## src/rtl/rn_axi_noc_bridge_pkg.sv

```systemverilog
// Shared widths, NoC request payload layout, AW tracker entry type and the
// address-to-node (SAM) map used by the RN AXI-to-NoC bridge.
package rn_pkg;

    localparam int RN_ID_W    = 11;
    localparam int RN_ADDR_W  = 32;
    localparam int RN_DATA_W  = 64;
    localparam int RN_NODE_W  = 2;
    localparam int RN_PLD_W   = 82;
    localparam int RN_LEN_W   = 8;
    localparam int RN_SIZE_W  = 3;
    localparam int RN_BURST_W = 2;
    localparam int RN_RESP_W  = 2;
    localparam int RN_BPLD_W  = 20;

    // AW/AR request payload layout, packed upward from bit 0; bits above are zero.
    localparam int OFS_ID    = 0;
    localparam int OFS_ADDR  = OFS_ID + RN_ID_W;
    localparam int OFS_LEN   = OFS_ADDR + RN_ADDR_W;
    localparam int OFS_SIZE  = OFS_LEN + RN_LEN_W;
    localparam int OFS_BURST = OFS_SIZE + RN_SIZE_W;

    typedef struct packed {
        logic [RN_NODE_W-1:0] tgtid;
        logic [RN_ID_W-1:0]   id;
        logic [RN_LEN_W-1:0]  len;
    } trk_entry_t;

    // Target node is the top NODE_W address bits.
    function automatic logic [RN_NODE_W-1:0] sam_tgtid(input logic [RN_ADDR_W-1:0] addr);
        return addr[RN_ADDR_W-1 -: RN_NODE_W];
    endfunction

endpackage

```

## src/rtl/rn_axi_noc_bridge_aw_tracker.sv

```systemverilog
// In-order FIFO of accepted AW requests; the head entry steers and frames
// the W beats of the oldest outstanding write burst.
module rn_aw_tracker
    import rn_pkg::*;
#(
    parameter int DEPTH = 4
) (
    input  logic       i_clk,
    input  logic       i_rst,
    input  logic       i_push,
    input  trk_entry_t i_push_data,
    input  logic       i_pop,
    output trk_entry_t o_head,
    output logic       o_full,
    output logic       o_empty
);

    localparam int PTR_W = $clog2(DEPTH);

    trk_entry_t       r_mem [DEPTH];
    logic [PTR_W:0]   r_wr_ptr;
    logic [PTR_W:0]   r_rd_ptr;
    logic             w_push_ok;
    logic             w_pop_ok;

    assign w_push_ok = i_push & ~o_full;
    assign w_pop_ok  = i_pop & ~o_empty;

    assign o_empty = (r_wr_ptr == r_rd_ptr);
    assign o_full  = (r_wr_ptr[PTR_W] != r_rd_ptr[PTR_W]) &&
                     (r_wr_ptr[PTR_W-1:0] == r_rd_ptr[PTR_W-1:0]);
    assign o_head  = r_mem[r_rd_ptr[PTR_W-1:0]];

    // Entry storage; contents are don't-care while the slot is not live.
    always_ff @(posedge i_clk) begin
        if (w_push_ok) r_mem[r_wr_ptr[PTR_W-1:0]] <= i_push_data;
    end

    // Wrap-bit pointers distinguish full from empty.
    always_ff @(posedge i_clk or posedge i_rst) begin
        if (i_rst) begin
            r_wr_ptr <= '0;
            r_rd_ptr <= '0;
        end else begin
            if (w_push_ok) r_wr_ptr <= r_wr_ptr + (PTR_W+1)'(1);
            if (w_pop_ok)  r_rd_ptr <= r_rd_ptr + (PTR_W+1)'(1);
        end
    end

endmodule

```

## src/rtl/rn_axi_noc_bridge.sv

```systemverilog
// Request-node bridge: CPU AXI4 master onto the five NoC channels, with an
// AW tracker for W steering/framing, outstanding limits and WLAST checking.
module rn_axi_noc_bridge
    import rn_pkg::*;
#(
    parameter int ID_W      = RN_ID_W,
    parameter int ADDR_W    = RN_ADDR_W,
    parameter int DATA_W    = RN_DATA_W,
    parameter int NODE_W    = RN_NODE_W,
    parameter int PLD_W     = RN_PLD_W,
    parameter int TRK_DEPTH = 4,
    parameter int MAX_WR    = 8,
    parameter int MAX_RD    = 8
) (
    input  logic                i_clk,
    input  logic                i_rst,
    input  logic                i_awvalid,
    output logic                o_awready,
    input  logic [ID_W-1:0]     i_awid,
    input  logic [ADDR_W-1:0]   i_awaddr,
    input  logic [7:0]          i_awlen,
    input  logic [2:0]          i_awsize,
    input  logic [1:0]          i_awburst,
    input  logic                i_wvalid,
    output logic                o_wready,
    input  logic [DATA_W-1:0]   i_wdata,
    input  logic [DATA_W/8-1:0] i_wstrb,
    input  logic                i_wlast,
    output logic                o_bvalid,
    input  logic                i_bready,
    output logic [ID_W-1:0]     o_bid,
    output logic [1:0]          o_bresp,
    input  logic                i_arvalid,
    output logic                o_arready,
    input  logic [ID_W-1:0]     i_arid,
    input  logic [ADDR_W-1:0]   i_araddr,
    input  logic [7:0]          i_arlen,
    input  logic [2:0]          i_arsize,
    input  logic [1:0]          i_arburst,
    output logic                o_rvalid,
    input  logic                i_rready,
    output logic [ID_W-1:0]     o_rid,
    output logic [DATA_W-1:0]   o_rdata,
    output logic [1:0]          o_rresp,
    output logic                o_rlast,
    output logic                o_aw_valid,
    input  logic                i_aw_ready,
    output logic [PLD_W-1:0]    o_aw_payload,
    output logic [NODE_W-1:0]   o_aw_tgtid,
    output logic                o_w_valid,
    input  logic                i_w_ready,
    output logic                o_w_head,
    output logic                o_w_tail,
    output logic [PLD_W-1:0]    o_w_payload,
    output logic [NODE_W-1:0]   o_w_tgtid,
    input  logic                i_b_valid,
    output logic                o_b_ready,
    input  logic [19:0]         i_b_payload,
    output logic                o_ar_valid,
    input  logic                i_ar_ready,
    output logic [PLD_W-1:0]    o_ar_payload,
    output logic [NODE_W-1:0]   o_ar_tgtid,
    input  logic                i_r_valid,
    output logic                o_r_ready,
    input  logic                i_r_tail,
    input  logic [PLD_W-1:0]    i_r_payload,
    output logic                o_err_wlast
);

    localparam int STRB_W   = DATA_W / 8;
    localparam int WID_BITS = PLD_W - DATA_W - STRB_W;
    localparam int WCNT_W   = $clog2(MAX_WR + 1);
    localparam int RCNT_W   = $clog2(MAX_RD + 1);

    function automatic logic [PLD_W-1:0] pack_req(input logic [ID_W-1:0] id,
                                                  input logic [ADDR_W-1:0] addr,
                                                  input logic [7:0] len,
                                                  input logic [2:0] size,
                                                  input logic [1:0] burst);
        logic [PLD_W-1:0] p;
        p = '0;
        p[OFS_ID +: ID_W]      = id;
        p[OFS_ADDR +: ADDR_W]  = addr;
        p[OFS_LEN +: 8]        = len;
        p[OFS_SIZE +: 3]       = size;
        p[OFS_BURST +: 2]      = burst;
        return p;
    endfunction

    logic [7:0]        r_beat_cnt;
    logic [WCNT_W-1:0] r_wr_cnt;
    logic [RCNT_W-1:0] r_rd_cnt;
    logic              r_err_wlast;

    trk_entry_t w_push_entry;
    trk_entry_t w_head_entry;
    logic       w_trk_full;
    logic       w_trk_empty;
    logic       w_aw_ok;
    logic       w_ar_ok;
    logic       w_aw_hs;
    logic       w_w_hs;
    logic       w_b_hs;
    logic       w_ar_hs;
    logic       w_r_last_hs;
    logic       w_tail;
    logic       w_unused;

    // Admission only looks at registered state, so a same-cycle pop or B never opens the gate.
    assign w_aw_ok = ~w_trk_full && (r_wr_cnt < WCNT_W'(MAX_WR));
    assign w_ar_ok = (r_rd_cnt < RCNT_W'(MAX_RD));

    assign o_aw_valid   = i_awvalid & w_aw_ok;
    assign o_awready    = i_aw_ready & w_aw_ok;
    assign o_aw_tgtid   = sam_tgtid(i_awaddr);
    assign o_aw_payload = pack_req(i_awid, i_awaddr, i_awlen, i_awsize, i_awburst);
    assign w_aw_hs      = i_awvalid & i_aw_ready & w_aw_ok;

    assign w_push_entry = '{tgtid: sam_tgtid(i_awaddr), id: i_awid, len: i_awlen};

    rn_aw_tracker #(
        .DEPTH (TRK_DEPTH)
    ) u_aw_tracker (
        .i_clk       (i_clk),
        .i_rst       (i_rst),
        .i_push      (w_aw_hs),
        .i_push_data (w_push_entry),
        .i_pop       (w_w_hs & w_tail),
        .o_head      (w_head_entry),
        .o_full      (w_trk_full),
        .o_empty     (w_trk_empty)
    );

    // W framing comes from the tracked AWLEN, never from WLAST.
    assign w_tail      = (r_beat_cnt == w_head_entry.len);
    assign o_w_valid   = i_wvalid & ~w_trk_empty;
    assign o_wready    = i_w_ready & ~w_trk_empty;
    assign o_w_head    = (r_beat_cnt == 8'd0);
    assign o_w_tail    = w_tail;
    assign o_w_tgtid   = w_head_entry.tgtid;
    assign o_w_payload = {i_wstrb, i_wdata, w_head_entry.id[WID_BITS-1:0]};
    assign w_w_hs      = i_wvalid & i_w_ready & ~w_trk_empty;

    assign o_ar_valid   = i_arvalid & w_ar_ok;
    assign o_arready    = i_ar_ready & w_ar_ok;
    assign o_ar_tgtid   = sam_tgtid(i_araddr);
    assign o_ar_payload = pack_req(i_arid, i_araddr, i_arlen, i_arsize, i_arburst);
    assign w_ar_hs      = i_arvalid & i_ar_ready & w_ar_ok;

    assign o_bvalid  = i_b_valid;
    assign o_b_ready = i_bready;
    assign o_bid     = i_b_payload[ID_W-1:0];
    assign o_bresp   = i_b_payload[ID_W +: 2];
    assign w_b_hs    = i_b_valid & i_bready;

    assign o_rvalid    = i_r_valid;
    assign o_r_ready   = i_rready;
    assign o_rlast     = i_r_tail;
    assign o_rid       = i_r_payload[ID_W-1:0];
    assign o_rdata     = i_r_payload[ID_W +: DATA_W];
    assign o_rresp     = i_r_payload[ID_W+DATA_W +: 2];
    assign w_r_last_hs = i_r_valid & i_rready & i_r_tail;

    assign o_err_wlast = r_err_wlast;

    assign w_unused = ^{i_b_payload[19:ID_W+2], i_r_payload[PLD_W-1:ID_W+DATA_W+2],
                        w_head_entry.id[ID_W-1:WID_BITS]};

    // Beat position within the head burst and sticky WLAST disagreement flag.
    always_ff @(posedge i_clk or posedge i_rst) begin
        if (i_rst) begin
            r_beat_cnt  <= 8'd0;
            r_err_wlast <= 1'b0;
        end else if (w_w_hs) begin
            r_beat_cnt <= w_tail ? 8'd0 : r_beat_cnt + 8'd1;
            if (i_wlast != w_tail) r_err_wlast <= 1'b1;
        end
    end

    // Outstanding write/read counters; an unmatched decrement at zero saturates.
    always_ff @(posedge i_clk or posedge i_rst) begin
        if (i_rst) begin
            r_wr_cnt <= '0;
            r_rd_cnt <= '0;
        end else begin
            if (w_aw_hs && !w_b_hs)
                r_wr_cnt <= r_wr_cnt + WCNT_W'(1);
            else if (!w_aw_hs && w_b_hs && r_wr_cnt != '0)
                r_wr_cnt <= r_wr_cnt - WCNT_W'(1);
            if (w_ar_hs && !w_r_last_hs)
                r_rd_cnt <= r_rd_cnt + RCNT_W'(1);
            else if (!w_ar_hs && w_r_last_hs && r_rd_cnt != '0)
                r_rd_cnt <= r_rd_cnt - RCNT_W'(1);
        end
    end

    a_wr_underflow: assert property (@(posedge i_clk) disable iff (i_rst)
        !(w_b_hs && !w_aw_hs && r_wr_cnt == '0));
    a_rd_underflow: assert property (@(posedge i_clk) disable iff (i_rst)
        !(w_r_last_hs && !w_ar_hs && r_rd_cnt == '0));

endmodule
```

## config.mk

```make
export PLATFORM = sky130hd
export DESIGN_NAME = rn_axi_noc_bridge
export DESIGN_NICKNAME = d
export VERILOG_FILES = /design/src/rtl/rn_axi_noc_bridge_pkg.sv /design/src/rtl/rn_axi_noc_bridge_aw_tracker.sv /design/src/rtl/rn_axi_noc_bridge.sv
export SDC_FILE = /design/constraint.sdc
export NUM_CORES = 1
export LEC_CHECK = 0
export ABC_AREA = 1
export ABC_CLOCK_PERIOD_IN_PS = 3800
export CELL_PAD_IN_SITES_DETAIL_PLACEMENT = 1
export CELL_PAD_IN_SITES_GLOBAL_PLACEMENT = 2
export CORE_AREA = 2 2 257 259
export CTS_CLUSTER_DIAMETER = 30
export DETAILED_ROUTE_END_ITERATION = 12
export DIE_AREA = 0 0 259 261
export GPL_ROUTABILITY_DRIVEN = 0
export PLACE_DENSITY_LB_ADDON = 0.05
export SLEW_MARGIN = 20
export SYNTH_ARGS = -nofsm -noshare
export SYNTH_HDL_FRONTEND = slang
export SYNTH_SLANG_ARGS = --single-unit
export TNS_END_PERCENT = 50
```

## constraint.sdc

```tcl
create_clock -name i_clk -period 3.8 [get_ports i_clk]
set_input_delay 0.76 -clock i_clk [delete_from_list [all_inputs] [get_ports i_clk]]
set_output_delay 0.76 -clock i_clk [all_outputs]
set_load 0.005 [all_outputs]
```

==> impl_results.md, run 1 <==
- First-pass GRT wire length: 40.6 mm
- Final setup violation count: 0
- Die Width: between 200 and 300 microns
- Highest attainable clock frequency: around 300 MHz
- Post-synth EDFFs: 80
- IO Pins: 656
- Most numerous cell in the Yosys netlist: buf_4
- CTS tree: done
- VDD IR max: 148 uV
- N_diodes: 0
- Starting DRC count in detailed routing: between 100 and 150
- FP Rows: 94
- Post-synthesis sequential area ratio: 41.2%
- Hold WC Path Type: reg -> reg
- Min Tclk post-route: approximately 3400 ps
- Startpoint Class: flip-flop
- Mapped Cells: 769
- Syn Area/Cell: about 9.4 sq um
- Synth warn: 0
- Period utilisation layout: 88.5%
- Finished Cell Area: ~0.0071 sq mm
- Crit path arrival time: 2600 ps
- DR WL/cell: 22.0 microns
- Area growth syn-to-layout: -2.32%
- Layout cells sized above 1: around 8.3%
- Max-slew violations: 0
- Synth top area share: 34.8%
- Post-synthesis register bit count: roughly 100
- Worst slew margin: 51.5%
- Status: finished clean
- RSZ-0062 raised after global routing: false
- CP endpoint kind: output pin
- CTS max path bufs: 2
- Vias in the first global route: 4209
- H-tree levels: 3
- Port bufs: ~80
- # DRC: 0
- Num Clock Sinks: 103
- Post-CTS Setup Inserts: 0
- Die height: 261 microns
- Drt first pass iters: 4
- Gr ovfl total: 0
- Top_reg_cell synth: edfxtp_1
- Resize count post-CTS: 0
- Core area: 0.0650 sq mm
- Detail Route Antenna Nets: 0
- Initial antenna violation count: 0
- Final WL: 31.7 mm
- Post-DP HPWL: 25.1 mm
- Gr usage total: 9.16%
- Max Cap Violations: 0
- DIE AREA: a little under 0.07 sq mm
- Worst Tran Pin Value: between 700 and 800 ps
- Power per cell area: 495 mW/mm^2
- Setup TNS Final: 0 ps
- DR vias/cell: approximately 2.8
- Pwr Total: approximately 3500 uW
- Worst EP required: 3040 ps
- Lkg Pwr: 0.00258 uW
- Top cells by area, synth: buf_4 (35%), edfxtp_1 (33%), dfrtp_1 (8.0%), nand2_1 (4.6%), nand3_1 (2.8%)
- CP Class: reg -> out
- Top post-synthesis cells by count: buf_4 (335), nand2_1 (89), edfxtp_1 (80), nor2_1 (43), nand3_1 (41)
- Library cell with the largest summed area after synthesis: buf_4
- Mapped cell area: 0.00722 sq mm
- Post-CTS Hold Buffers: 0
- Clk_lat worst skew: 380 ps
- Clock slew at reported path FFs: 70 ps
- Clock buffer count from CTS: 9
- Largest net degree at the start of global routing: 29
- Via count: 4003
- Reg2Reg Setup Slack: between 1000 and 1500 ps
- Worst Path Max Fanout: 26
- Hold Fails Final Rpt: 0
- Layout Nets: 885
- Area post-placement: 0.00679 sq mm
- Setup Skew: 8.25 ps
- CTS Root Cell: clkbuf_16
- Distinct cells, synth: 36
- FFs w/ async S/R, synth: approximately 22%
- Initial Util: 11.1%
-- flip-flops by register name, summed over array words and instances, names as in the netlist --
| signal | cells |
|---|---|
| o_err_wlast | 1 |
| r_beat_cnt | 8 |
| r_rd_cnt | 4 |
| r_wr_cnt | 4 |
| u_aw_tracker.r_mem | 80 |
| u_aw_tracker.r_rd_ptr | 3 |
| u_aw_tracker.r_wr_ptr | 3 |
-- layout make-up --
class	instances	area [sq um]
inverter	44	170
multi-input combinational	323	1660
clock inverter	5	35.0
fill	7569	58000
tap	864	1080
timing repair buffer	91	898
clock buffer	10	229
sequential	103	2980
-- metal layers --
layer / track usage (%) / up-vias / part of all wire [%]
met2: 14.4 / 366 / 47
met3: 7.99 / 104 / 19
met4: 5.33 / 4 / 4.6
met1: 7.68 / 1841 / 29
li1: - / 1688 / -
met5: 1.88 / - / 0.58
-- final timing paths --
check,startpoint,endpoint,depth (start not counted)
hold reg to reg,u_aw_tracker.r_wr_ptr[2],u_aw_tracker.r_wr_ptr[2],1
setup reg to reg,u_aw_tracker.r_rd_ptr[1],r_wr_cnt[3],15
hold / removal,u_aw_tracker.r_wr_ptr[2],u_aw_tracker.r_wr_ptr[2],1
min in group asynchronous,i_rst,r_rd_cnt[3],2
max in group asynchronous,i_rst,r_beat_cnt[7],3
setup / recovery,u_aw_tracker.r_rd_ptr[0],o_w_tail,10
-- cells in the final DEF (no fill, tap or decap), types with 3 or more instances in the layout --
| cell | count |
|---|---|
| nand3_1 | 41 |
| o22ai_1 | 12 |
| ha_1 | 11 |
| nor2_2 | 5 |
| nand4_1 | 3 |
| nand2_2 | 4 |
| clkdlybuf4s50_1 | 81 |
| dfrtp_1 | 22 |
| buf_4 | 9 |
| nand2_1 | 89 |
| a21oi_1 | 4 |
| conb_1 | 52 |
| inv_1 | 38 |
| clkbuf_16 | 9 |
| o21ai_0 | 30 |
| o21ai_1 | 4 |
| inv_2 | 5 |
| xor2_1 | 9 |
| nor2_1 | 39 |
| edfxtp_1 | 80 |
| xnor2_1 | 4 |
-- metrics by stage --
stage	instances	hold WS (ps)	setup slack, ps	util, %
4_1_cts	1440	506	219	10.8
5_1_grt	1440	550	77.3	10.8
3_5_place_dp	1425	496	654	10.4
6_report	1440	499	435	10.8
2_1_floorplan	820	462	1430	-
3_3_place_gp	1425	498	658	10.4
-- where the power goes --
group	switching, uW	total, uW	internal (uW)	leakage (uW)
sequential	145	1510	1370	0.000994
combinational	646	1070	422	0.00146
clock	468	911	443	0.000129
total	1260	3490	2230	0.00258
-- logic make-up (layout without fill, tap and decap cells) --
family | count (synthesis) | after routing | share of synthesized area (%)
adders and majority gates | 13 | 13 | 2.46
DFF | 103 | 103 | 41.2
AOI/OAI and AO/OA | 52 | 52 | 3.86
and+or+nand+nor | 192 | 192 | 12.0
buffers and inverters | 394 | 150 | 38.6
other | 1 | 52 | 0.0519
xor gates and xnor gates | 14 | 14 | 1.80
-- critical path, stage by stage (launching register included) --
cell and delay [ps]:
dfrtp_2 410, buf_4 330, nand2_1 100, nand3_1 120, nand2_1 70, nand2_1 50, nand2_1 50, nor2_1 180
nand2_2 140, nor2_4 170, clkdlybuf4s50_1 590
Note: power is estimated with default switching activity, not from simulation.
==> run 2: changes to the inputs <==
- CAP_MARGIN: unset -> 10
- CORE_AREA: 2 2 257 259 -> 2 2 255 257
- DIE_AREA: 0 0 259 261 -> 0 0 257 259
- DONT_BUFFER_PORTS: unset -> 1
- HOLD_SLACK_MARGIN: unset -> 0.03
==> impl_results.md, run 2 (same netlist as run 1, synthesis figures left out) <==
- CTS tree: done
- Layout cells sized above 1: 9.29% (+0.96 points)
- CTS max path bufs: 2 (unchanged)
- Hold Fails Final Rpt: 0 (unchanged)
- Global routing usage on met3: 7.57% (-0.43 points)
- Detail Route Antenna Nets: 0 (unchanged)
- CP Cell Sequence: buf_12, nand2_1, nand3_1, nand2_1, nand2_1, nand2_1, nor2_1, nand2_2, nor2_4
- Finished Cell Area: 0.00624 sq mm (-12%)
- R2R depth: 15 (unchanged)
- DIE AREA: 0.0666 sq mm (-1.5%)
- Post-DP HPWL: 22.8 mm (-9.2%)
- DR WL/cell: 21.9 microns (-0.37%)
- IO Pins: 656 (unchanged)
- Most used cell, CP: nand2_1
- Final WL: 29.6 mm (-6.5%)
- Die Width: 257 microns (-0.77%)
- H-tree levels: 3 (unchanged)
- Highest attainable clock frequency: 330 MHz (+11%)
- Crit path buf inv count: 1 (-1)
- Power per cell area: 543 mW/mm^2 (+9.7%)
- Gr busiest metal: met2
- Delay-heaviest family, CP: simple AND/OR/NAND/NOR gates
- Post-CTS Hold Buffers: 0 (unchanged)
- Setup Skew: 10.0 ps (+1.75 ps)
- Resize count post-CTS: 0 (unchanged)
- Clock slew at reported path FFs: 80 ps (about the same)
- DR vias/cell: 2.77 (-0.44%)
- Clk_lat worst skew: 390 ps (about the same)
- Initial Util: 11.3% (+0.20 points)
- Layout Nets: 803 (-9.3%)
- Max Cap Violations: 0 (unchanged)
- Die height: 259 microns (-0.77%)
- Area growth syn-to-layout: -13.6%
- Status: finished clean
- Largest stage delay, worst path: 650 ps (+60 ps)
- Grt met1 use: 7.44% (-0.25 points)
- Core area: 0.0639 sq mm (-1.8%)
- Worst slew margin: 60.9% (+9.4 points)
- Gr ovfl total: 0 (unchanged)
- Setup TNS Final: 0 ps (unchanged)
- Startpoint Class: flip-flop
- CP max stage cell: dfrtp_1
- # DRC: 0 (unchanged)
- Crit path depth: 9 (-1)
- Max FFs per register: 80 (unchanged)
- Drt first pass iters: 4 (unchanged)
- Post-CTS Setup Inserts: 0 (unchanged)
- Most frequent cells in the layout: nand2_1 (89), edfxtp_1 (80), conb_1 (52), nand3_1 (41), nor2_1 (39)
- Most common cell after layout, fill and taps aside: nand2_1
- CP Class: reg -> out
- Num Clock Sinks: 103 (unchanged)
- Worst EP required: 3040 ps (about the same)
- Pwr Total: 3390 uW (-2.9%)
- FP Rows: 93 (-1.1%)
- Min Tclk post-route: 3030 ps (-335 ps)
- Crit path arrival time: 2270 ps (-330 ps)
- Met2 Use GR: 13.8% (-0.68 points)
- Worst Path Max Fanout: 38 (+46%)
- Lkg Pwr: 0.00227 uW (-12%)
- Starting DRC count in detailed routing: 158 (+25%)
- Vias in the first global route: 4093 (-2.8%)
- VDD IR max: 215 uV (+46%)
- Port bufs: 0 (-100%)
- Largest net degree at the start of global routing: 39 (+34%)
- Max-slew violations: 0 (unchanged)
- Initial antenna violation count: 0 (unchanged)
- Clock buffer count from CTS: 9 (unchanged)
- CP endpoint kind: output pin
- Hold WC Path Type: in -> async
- Final setup violation count: 0 (unchanged)
- Number of fill cells: 7490 (-1.0%)
- CTS Root Cell: clkbuf_16
- Via count: 3739 (-6.6%)
- Worst Tran Pin Value: 585 ps (-141 ps)
- Period utilisation layout: 79.7% (-8.8 points)
- Final core utilization: 9.77% (-1.1 points)
- Area post-placement: 0.00596 sq mm (-12%)
- Gr usage total: 8.75% (-0.41 points)
- RSZ-0062 raised after global routing: false
- First-pass GRT wire length: 38.5 mm (-5.2%)
run 2: cell types whose count changed in the layout (fill, tap and decap cells not counted), sizes merged:
cell           previous run  this run
clkdlybuf4s50            81         0
buf                      10         9
clkinvlp                  1         0
inv                      45        48
clkbuf                   10         9
diode                     0         1
run 2: final timing paths:
| kind | from | to | slack (ps) |
|---|---|---|---|
| worst max-delay path | u_aw_tracker.r_rd_ptr[0] | o_w_tail | 770 |
| worst min-delay path | i_rst | u_aw_tracker.r_wr_ptr[2] | 330 |
| worst max register to register | u_aw_tracker.r_rd_ptr[1] | r_wr_cnt[3] | 1040 |
| worst min register to register | u_aw_tracker.r_wr_ptr[2] | u_aw_tracker.r_wr_ptr[2] | 490 |
| max in group asynchronous | i_rst | r_beat_cnt[3] | 3170 |
| min in group i_clk | i_awlen[2] | u_aw_tracker.r_mem[3][2] | 460 |
run 2: final cells by class:
class                           count  area [sq um]  area share (%)
Timing Repair Buffer                9          80.1            1.28
Tap cell                          855          1070            17.1
Antenna cell                        1          2.50          0.0401
Sequential cell                   103          2980            47.7
Clock inverter                      7          53.8           0.862
Multi-Input combinational cell    323          1660            26.6
Inverter                           44           170            2.73
Clock buffer                        9           225            3.61
run 2: where the power goes:
part / switching [uW] / internal, uW / total [uW]
logic: 611 / 292 / 904
registers: 149 / 1370 / 1510
clock network: 515 / 455 / 970
total: 1280 / 2110 / 3390
run 2: metrics by stage:
stage	setup WS (ps)	cells	hold slack, ps
after floorplan	1430	820	462
after global placement	999	1334	489
after detailed placement	980	1334	492
after CTS	570	1350	337
after global routing	482	1350	348
final	770	1351	334
run 2: per-layer routing:
metal  share of wire (%)  vias up
met5                0.55        -
met4                 4.3        4
met3                  18       84
met2                  46      397
met1                  30     1726
li1                    -     1528
